`src/rtl/bank_in_route_ctrl.sv`:
```
// Routes one vector of lane->bank requests into conflict-free beats: each beat
// grants, per bank, the lowest-index pending lane that targets it.
module bank_in_route_ctrl #(
  parameter int LANES = 8,
  parameter int SEL_W = $clog2(LANES)
) (
  input  logic                   clk,
  input  logic                   rst_n,
  input  logic                   in_valid,
  output logic                   in_ready,
  input  logic [LANES*SEL_W-1:0] in_bank,
  output logic                   out_valid,
  output logic [LANES*SEL_W-1:0] out_sel,
  output logic [LANES-1:0]       out_bank_en,
  output logic [LANES-1:0]       out_lane_grant,
  output logic                   out_last
);

  typedef enum logic {
    IDLE  = 1'b0,
    ISSUE = 1'b1
  } state_t;

  state_t                   state_q, state_d;
  logic [LANES*SEL_W-1:0]   bank_q, bank_d;
  logic [LANES-1:0]         pending_q, pending_d;

  logic                     valid_q, valid_d;
  logic [LANES*SEL_W-1:0]   sel_q, sel_d;
  logic [LANES-1:0]         bank_en_q, bank_en_d;
  logic [LANES-1:0]         grant_q, grant_d;
  logic                     last_q, last_d;

  logic [LANES*SEL_W-1:0]   pick_sel;
  logic [LANES-1:0]         pick_en;
  logic [LANES-1:0]         pick_grant;
  logic [LANES-1:0]         pending_left;

  // Per-bank priority pick over the still-pending lanes. Every SEL_W code is a
  // real bank, so each non-empty pending set grants at least one lane per beat.
  // NOTE: every variable written here gets a default before the loops so no
  // path leaves it unassigned, which is what keeps this free of inferred latches.
  always_comb begin
    pick_sel   = '0;
    pick_en    = '0;
    pick_grant = '0;
    for (int b = 0; b < LANES; b++) begin
      for (int i = 0; i < LANES; i++) begin
        if (!pick_en[b] && pending_q[i] &&
            (bank_q[i*SEL_W +: SEL_W] == SEL_W'(b))) begin
          pick_sel[b*SEL_W +: SEL_W] = SEL_W'(i);
          pick_en[b]                 = 1'b1;
          pick_grant[i]              = 1'b1;
        end
      end
    end
    pending_left = pending_q & ~pick_grant;
  end

  // Next-state and registered-output logic; IDLE drives an all-zero beat.
  always_comb begin
    state_d   = state_q;
    bank_d    = bank_q;
    pending_d = pending_q;
    valid_d   = 1'b0;
    sel_d     = '0;
    bank_en_d = '0;
    grant_d   = '0;
    last_d    = 1'b0;
    case (state_q)
      IDLE: begin
        if (in_valid) begin
          bank_d    = in_bank;
          pending_d = '1;
          state_d   = ISSUE;
        end
      end
      ISSUE: begin
        valid_d   = 1'b1;
        sel_d     = pick_sel;
        bank_en_d = pick_en;
        grant_d   = pick_grant;
        pending_d = pending_left;
        last_d    = (pending_left == '0);
        if (pending_left == '0) begin
          state_d = IDLE;
        end
      end
      default: state_d = IDLE;
    endcase
  end

  // NOTE: state uses non-blocking assignments so every register samples the
  // pre-edge values; bank_q is reset too so an interrupted vector leaves nothing behind.
  always_ff @(posedge clk or negedge rst_n) begin
    if (!rst_n) begin
      state_q   <= IDLE;
      bank_q    <= '0;
      pending_q <= '0;
      valid_q   <= 1'b0;
      sel_q     <= '0;
      bank_en_q <= '0;
      grant_q   <= '0;
      last_q    <= 1'b0;
    end else begin
      state_q   <= state_d;
      bank_q    <= bank_d;
      pending_q <= pending_d;
      valid_q   <= valid_d;
      sel_q     <= sel_d;
      bank_en_q <= bank_en_d;
      grant_q   <= grant_d;
      last_q    <= last_d;
    end
  end

  assign in_ready       = (state_q == IDLE);
  assign out_valid      = valid_q;
  assign out_sel        = sel_q;
  assign out_bank_en    = bank_en_q;
  assign out_lane_grant = grant_q;
  assign out_last       = last_q;

  // Structural invariants of the beat stream.
  a_grant_matches_banks: assert property (@(posedge clk) disable iff (!rst_n)
    $countones(out_lane_grant) == $countones(out_bank_en));

  a_last_only_when_valid: assert property (@(posedge clk) disable iff (!rst_n)
    out_last |-> out_valid);

  a_quiet_when_invalid: assert property (@(posedge clk) disable iff (!rst_n)
    !out_valid |-> (out_sel == '0 && out_bank_en == '0 && out_lane_grant == '0));

  a_issue_has_work: assert property (@(posedge clk) disable iff (!rst_n)
    (state_q == ISSUE) |-> (pending_q != '0 && pick_grant != '0));

  a_grant_from_pending: assert property (@(posedge clk) disable iff (!rst_n)
    (state_q == ISSUE) |-> ((pick_grant & ~pending_q) == '0));

endmodule

```
`config.mk`:
```
export PLATFORM = sky130hd
export DESIGN_NAME = bank_in_route_ctrl
export DESIGN_NICKNAME = d
export VERILOG_FILES = /design/src/rtl/bank_in_route_ctrl.sv
export SDC_FILE = /design/constraint.sdc
export NUM_CORES = 1
export LEC_CHECK = 0
export BUFFER_PORTS_ARGS = -buffer_cell sky130_fd_sc_hd__buf_2
export CAP_MARGIN = 20
export CORE_MARGIN = 2
export CORE_UTILIZATION = 59
export CTS_BUF_LIST = sky130_fd_sc_hd__clkbuf_2 sky130_fd_sc_hd__clkbuf_4 sky130_fd_sc_hd__clkbuf_8
export CTS_CLUSTER_SIZE = 30
export DETAILED_ROUTE_END_ITERATION = 8
export PLACE_DENSITY = 0.8
export SETUP_SLACK_MARGIN = 0.2
export SLEW_MARGIN = 5
export SYNTH_ARGS = -nofsm -noshare
export SYNTH_HDL_FRONTEND = slang
export SYNTH_SLANG_ARGS = --single-unit
```
`constraint.sdc`:
```
create_clock -name clk -period 2.5 [get_ports clk]
set_input_delay 0.125 -clock clk [delete_from_list [all_inputs] [get_ports clk]]
set_output_delay 0.125 -clock clk [all_outputs]
set_load 0.02 [all_outputs]
```
# Word level (Yosys, flattened, before mapping)
# Cells that the tools add are included.
[word_totals] reg_bits=75 input_bits=27 out_inout_bits=43 word_cells=447
[classes] eq_ne=57 mux=193 bitwise_logic=3 reduce_logical=186
[op_table] cell="2-to-1 mux 1 bit" n=139
[op_table] cell="2-to-1 mux 3 bit" n=46
[op_table] cell="logical AND 1 bit" n=120
[op_table] cell="equality test 3 bit (second input constant)" n=32
[op_table] cell="zero test 1 bit" n=56
[op_table] cell="equality test 3 x 2 -> 1 bit (second input constant)" n=16
[op_table] cell="equality test 3 x 1 -> 1 bit (second input constant)" n=8
[op_table] cell="zero test 3 bit" n=8
[op_table] cell="2-to-1 mux 24 bit" n=1
[op_table] cell="2-to-1 mux 8 bit" n=3
[op_table] cell="case mux 8 bit (2 select lines)" n=1
[op_table] cell="bitwise AND 8 bit" n=1
[op_table] cell="zero test 8 bit" n=1
[op_table] cell="inverter 8 bit" n=1
[op_table] cell="2-to-1 mux 2 bit" n=2
[op_table] cell="inequality test 2 bit (second input constant)" n=1
[op_table] cell="case mux 1 bit (2 select lines)" n=1
[op_table] cell="AND reduction 2 bit" n=1
[op_table] cell="inverter 1 bit" n=1

# Depth between registers and ports, before layout
[logic_depth] word_depth=43 mapped_depth=8

# Least setup slack after synthesis
# No wires, ideal clock.
[synth_path] kind="reg-to-reg" from="reg pending_q[0]" to="reg state_q" setup_ns=0.126 arrival_ns=2.113 t_required_ns=2.374 path_slack_ns=0.261 path_stages_with_launch=9 synth_period_minus_slack_ns=2.239 path_cell_list="dfrtp_1 buf_6 nor4bb_1 or4_4 and4bb_1 nor4_1 a32oi_1 nand2_1 o32a_1"
[synth_via] elab_chain_cells=42 word_cells_on_any_way=300
[synth_rtl] item="start: declaration" line_no="26" rtl="logic [LANES-1:0] pending_q, pending_d;"
[synth_rtl] item="start signal: assignment" line_no="108" rtl="pending_q <= pending_d;"
[synth_rtl] item="logical AND 1 bit" line_no="49" rtl="if (!pick_en[b] && pending_q[i] &&"
[synth_rtl] item="2-to-1 mux 1 bit" line_no="49"
[synth_rtl] item="zero test 1 bit" line_no="49"
[synth_rtl] item="logical AND 1 bit (2 in series)" line_no="49"
[synth_rtl] item="2-to-1 mux 1 bit" line_no="49"
[synth_rtl] item="zero test 1 bit" line_no="49"
[synth_rtl] item="logical AND 1 bit (2 in series)" line_no="49"
[synth_rtl] item="2-to-1 mux 1 bit" line_no="49"
[synth_rtl] item="[17 not listed]"
[synth_rtl] item="logical AND 1 bit (2 in series)" line_no="49"
[synth_rtl] item="2-to-1 mux 1 bit (8 in series)" line_no="49"
[synth_rtl] item="inverter 8 bit" line_no="57" rtl="pending_left = pending_q & ~pick_grant;"
[synth_rtl] item="bitwise AND 8 bit (*)" line_no="57"
[synth_rtl] item="zero test 8 bit (*)" line_no="85" rtl="if (pending_left == '0) begin"
[synth_rtl] item="2-to-1 mux 1 bit (*)" line_no="85"
[synth_rtl] item="case mux 1 bit (2 select lines) (*)" line_no="70" rtl="case (state_q)"
[synth_rtl] item="via state_d" line_no="24" rtl="state_t state_q, state_d;"
[synth_rtl] item="end signal: assignment" line_no="106" rtl="state_q <= state_d;"
[synth_rtl] item="end: declaration" line_no="24"
# The timed path passes the listed nets; every way through them passes the cells marked *.
# A chain may end at the register's enable or synchronous reset.

# Worst setup path after layout
[layout_path] from="reg bank_q[8]" to="reg state_q"
[layout_via] elab_chain_cells=35 word_cells_on_any_way=229
[layout_rtl] item="start: declaration" line_no="25" rtl="logic [LANES*SEL_W-1:0] bank_q, bank_d;"
[layout_rtl] item="start signal: assignment" line_no="107" rtl="bank_q <= bank_d;"
[layout_rtl] item="zero test 3 bit" line_no="50" rtl="(bank_q[i*SEL_W +: SEL_W] == SEL_W'(b))) begin"
[layout_rtl] item="logical AND 1 bit" line_no="49"
[layout_rtl] item="2-to-1 mux 1 bit" line_no="49"
[layout_rtl] item="zero test 1 bit" line_no="49"
[layout_rtl] item="logical AND 1 bit (2 in series)" line_no="49"
[layout_rtl] item="2-to-1 mux 1 bit" line_no="49"
[layout_rtl] item="zero test 1 bit" line_no="49"
[layout_rtl] item="logical AND 1 bit (2 in series)" line_no="49"
[layout_rtl] item="[10 not listed]"
[layout_rtl] item="logical AND 1 bit (2 in series)" line_no="49"
[layout_rtl] item="2-to-1 mux 1 bit (8 in series)" line_no="49"
[layout_rtl] item="inverter 8 bit (*)" line_no="57"
[layout_rtl] item="bitwise AND 8 bit (*)" line_no="57"
[layout_rtl] item="zero test 8 bit (*)" line_no="85"
[layout_rtl] item="2-to-1 mux 1 bit (*)" line_no="85"
[layout_rtl] item="case mux 1 bit (2 select lines) (*)" line_no="70"
[layout_rtl] item="via state_d" line_no="24"
# Marks and branches as above.

==> impl_results.md <==
- Number of warnings printed during yosys synthesis: 0
- Later-pin clock latency in the skew report: 0.37 ns
- Outcome: finished with violations
- RSZ-0062 raised after global routing: true
- Final critical-path required period: 2.49 ns
- Number of primary I/O pins: 70
- PortBufs: between 60 and 70
- Stage delay of the slowest cell on the critical path: 0.41 ns
- Share of synthesized cell area in full adder, half adder and majority cells: 0%
- Most common flop cell mapped by yosys: sky130_fd_sc_hd__dfrtp_1
- Maximum clock path buffer count: 2
- Synthesized flop and latch total: 75
- Worst min-delay path startpoint: in_bank[14]
- Cell Chain, Critical Path: buf_4 -> nand4b_1 -> nand4_1 -> o22ai_2 -> nor4_2 -> buf_4 -> a32oi_2 -> nand2_2 -> o32a_1
- Ratio of cells with drive above 1 in the final layout: 46.6%
- Xor-xnor portion of the synthesized cell area: 0%
- Type of origin of the critical path: flip-flop
- Floorplan row count: 30
- Worst slew margin relative to its limit: 40.5%
- Core outline area: 0.00687 mm^2
- Number of nets with antenna violations after routing: 0
- Violations in the final reports: negative hold slack
- Fraction of the cycle the final worst path needs: between 90% and 100%
- Global-route wire length before repair: 22,100 um
- Total number of vias: 4,399
- R2R depth: 9
- Total iterations of the first detailed-routing run: 6
- Height of the die: 88.6 um
- Syn Nets: 447
- Buffers plus inverters on the worst setup path: 2
- Number of diodes: 0
- Transition time at the pin with the least slew margin: 0.893 ns
- Number of pins exceeding their max-slew limit in the final report: 0
- First-iteration detailed-routing DRC count: 594
- GRT Overall Usage: 38.4%
- Die Outline Area: 0.00784 mm^2
- Average cell area after synthesis: 10.0 um^2
- Max cap viols: 0
- Total stage count of the critical path: 9
- DR WL/cell: 22.3 um
- Tightest Hold Check Type: in -> reg
- TritonCTS clock tree: yes
- Setup violations, final: 0
- Gate family responsible for the most delay along the worst path: compound AO/OA/AOI/OAI gates
- Maximum fanout count along the critical path: 5
- Reg-to-reg startpoint: bank_q[8]$_DFFE_PN0P_
- Number of hold-slack violations in the final timing report: 4
- Register area share after synthesis: 44.5%
- Synth Area in Compound Gates: 11.5%
- Post-synthesis instance area: between 0.004 and 0.005 mm^2
- Placed cell areas: 0.00485 mm^2
- Detailed-route DRC error count: 0
- Highest Clock Rate: 402 MHz
- Critical path start-end classification: reg -> reg
- Kind of end point of the critical path: flip-flop
- Peak VDD IR: between 0.8 and 0.9 mV
- Routed Wire Length: 14,900 um
- Library cell contributing the largest single delay on the critical path: sky130_fd_sc_hd__dfrtp_2
- Endpoint with the worst hold slack: bank_q[14]$_DFFE_PN0P_
- Synth Instances: 420
- Critical Path AT: roughly 2.7 ns
- CP Data Required Time: 2.75 ns
- Share of synthesized registers carrying an async set or reset: 100%
- Clk slew on worst S/H paths: 0.08 ns
- Hold slack: -0.00581 ns
- Net count of the finished layout: between 500 and 600
- Combinational family with the most area after synthesis: simple AND/OR/NAND/NOR gates
- Initial Util: 61.4%
- Number of instances on the worst hold path: 2
- Number of global-route vias before repair: 4,027
- Overflow left after global routing: 0
- Post-route cell area: 0.00579 mm^2
- Most used cell along the critical path: sky130_fd_sc_hd__buf_4
- Crit Reg-Reg Endpoint: state_q$_DFF_PN0_
- Number of library cell types mapped by synthesis: 65
- Via count normalized by instance count: 6.60
- Power per cell area: around 1400 mW/mm^2
- Maximum number of pins on one net before global-route repair: 76
- Leakage: 0.00276 uW
- Fraction of the core area covered by cells at the end of the flow: 84.3%
- Clk_skew: about 0.019 ns
- Multiplexer share of the synthesized area: 6.41%
- Number of enable flip-flop cells after synthesis: 0
- Count of clock tree sinks: 75
- Area growth from synthesis to layout: 37.3%
- Clock H-tree levels: 3
- Post-route setup TNS: 0 ns
- Simple logic cell fraction of the synthesized area: about a third
- Routability-driven placement congestion ratio: roughly 0.98
- Clock root buffer: sky130_fd_sc_hd__clkbuf_8
- Half-perimeter wire length after detailed placement: between 9000 and 10,000 um
- Antenna violations before repair: 0
- FF-to-FF setup slack: 0.01 ns
- Die Width: 88.6 um
- Number of buffers created by CTS: 9
synthesized netlist by cell type, types with 2 or more instances:
library cell / n / area (um^2)
sky130_fd_sc_hd__nor3b_1: 6 / 45.0
sky130_fd_sc_hd__nor3_1: 16 / 80.1
sky130_fd_sc_hd__a22oi_1: 3 / 22.5
sky130_fd_sc_hd__buf_6: 3 / 33.8
sky130_fd_sc_hd__and4b_1: 3 / 30.0
sky130_fd_sc_hd__clkbuf_2: 3 / 15.0
sky130_fd_sc_hd__nor4b_1: 5 / 43.8
sky130_fd_sc_hd__nor4_1: 5 / 31.3
sky130_fd_sc_hd__nor4bb_1: 7 / 70.1
sky130_fd_sc_hd__inv_1: 7 / 26.3
sky130_fd_sc_hd__nand4b_1: 25 / 219
sky130_fd_sc_hd__nand3_1: 4 / 20.0
sky130_fd_sc_hd__a31oi_1: 5 / 31.3
sky130_fd_sc_hd__or4b_4: 2 / 27.5
sky130_fd_sc_hd__a21oi_1: 11 / 55.1
sky130_fd_sc_hd__nand4bb_1: 7 / 78.8
sky130_fd_sc_hd__and4_1: 2 / 17.5
sky130_fd_sc_hd__nor2_1: 45 / 169
sky130_fd_sc_hd__nor2b_1: 2 / 12.5
sky130_fd_sc_hd__and3b_1: 2 / 17.5
sky130_fd_sc_hd__a211oi_1: 3 / 22.5
sky130_fd_sc_hd__a32oi_1: 5 / 43.8
sky130_fd_sc_hd__buf_2: 2 / 10.0
sky130_fd_sc_hd__o21ai_0: 14 / 70.1
sky130_fd_sc_hd__and2b_2: 2 / 17.5
sky130_fd_sc_hd__or4b_1: 2 / 20.0
sky130_fd_sc_hd__nand2_1: 34 / 128
sky130_fd_sc_hd__nand4_1: 16 / 100
sky130_fd_sc_hd__mux2_2: 24 / 270
sky130_fd_sc_hd__or4bb_1: 9 / 101
sky130_fd_sc_hd__a311oi_1: 2 / 17.5
sky130_fd_sc_hd__o22ai_1: 7 / 43.8
sky130_fd_sc_hd__o31a_1: 2 / 17.5
sky130_fd_sc_hd__clkbuf_1: 14 / 52.6
sky130_fd_sc_hd__dfrtp_1: 75 / 1880
sky130_fd_sc_hd__buf_4: 7 / 52.6
sky130_fd_sc_hd__nand2b_1: 7 / 43.8
sky130_fd_sc_hd__o21bai_1: 4 / 30.0
sky130_fd_sc_hd__and2_1: 2 / 12.5
metal layers:
metal	track usage, %	share of wire, %	up-vias
met5	0	0	-
met4	10.5	3.4	0
met3	8.30	9.7	78
met2	61.6	46	327
met1	53.1	41	2105
li1	-	-	1889
how the worst max path moves through the flow:
stage	startpoint	endpoint	slack (ns)
6_report	bank_q[8]$_DFFE_PN0P_	state_q$_DFF_PN0_	0.01
5_1_grt	bank_q[5]$_DFFE_PN0P_	state_q$_DFF_PN0_	-0.03
4_1_cts	bank_q[10]$_DFFE_PN0P_	state_q$_DFF_PN0_	0.14
3_5_place_dp	pending_q[0]$_DFFE_PN0P_	out_last$_DFF_PN0_	-0.10
3_3_place_gp	bank_q[0]$_DFFE_PN0P_	out_last$_DFF_PN0_	-0.11
2_1_floorplan	pending_q[0]$_DFFE_PN0P_	state_q$_DFF_PN0_	0.26
cell usage in the layout, fill, tap and decap left out, drive strengths merged, types with 2 or more instances in the layout:
cell type	count
or4b	5
buf	153
a211oi	3
clkbuf	12
a31oi	5
nor4b	5
nand4	16
and2b	3
dfrtp	75
o31a	3
o21bai	4
o22ai	7
nor3	16
o21ai	14
and4b	3
a22oi	3
dlygate4sd3	11
nor4	6
nor2	45
nand2	34
and2	4
nor4bb	7
or4bb	9
nand4b	25
clkinv	2
and4	3
nand4bb	7
mux2	24
nand3	4
inv	7
a311oi	2
nor2b	2
a32oi	5
a21oi	11
and3b	2
nand2b	7
nor3b	6
logic make-up (layout without fill, tap and decap cells):
kind of cell / after synthesis / count (layout)
multiplexers: 24 / 24
buffers and inverters: 36 / 187
AND/OR/NAND/NOR: 215 / 215
AO/OA/AOI/OAI: 70 / 70
flip-flops: 75 / 75
worst reg2reg max path, stage by stage, from the launching register on:
cell                       delay [ns]
sky130_fd_sc_hd__dfrtp_2         0.41
sky130_fd_sc_hd__buf_4           0.15
sky130_fd_sc_hd__nand4b_1        0.25
sky130_fd_sc_hd__nand4_1         0.38
sky130_fd_sc_hd__o22ai_2         0.34
sky130_fd_sc_hd__nor4_2          0.08
sky130_fd_sc_hd__buf_4           0.14
sky130_fd_sc_hd__a32oi_2         0.15
sky130_fd_sc_hd__nand2_2         0.11
sky130_fd_sc_hd__o32a_1          0.37
repair_timing:
action | 4_1_cts | 5_1_grt
hold buffers | 11 | 0
pin swaps | 16 | 23
gates cloned | 0 | 0
endpoints found under the hold margin | 85 | 0
gates resized for setup | 42 | 36
buffers inserted | 30 | 11
setup endpoints to repair | 6 | 10
cell type report:
class	count	area, um^2
tap	96	120
inverter	7	26.3
clock inverter	4	47.5
clock buffer	12	165
multi-input combinational	309	2400
timing repair buffer	164	1130
sequential	75	1900
fill	374	1080
where the power goes:
part,internal [uW],switching [uW],total (uW)
Combinational,2300,2520,4820
Sequential,1730,586,2310
Clock,540,468,1010
Total,4570,3580,8140
per-stage QoR:
step,hold slack [ns],total power (uW),cells,setup WS [ns]
2_1_floorplan,-0.171,4520,420,0.261
3_3_place_gp,0.287,5760,599,-0.115
3_5_place_dp,0.306,5840,599,-0.102
4_1_cts,0.000737,7430,656,0.145
5_1_grt,0.00306,8510,667,-0.0311
6_report,-0.00581,8140,667,0.0109
registers in the layout (all words and copies together) (netlist names):
register	cells
out_last	1
out_sel	24
state_q	1
bank_q	24
out_lane_grant	8
pending_q	8
out_valid	1
out_bank_en	8
Power figures use the tool's default switching activity.
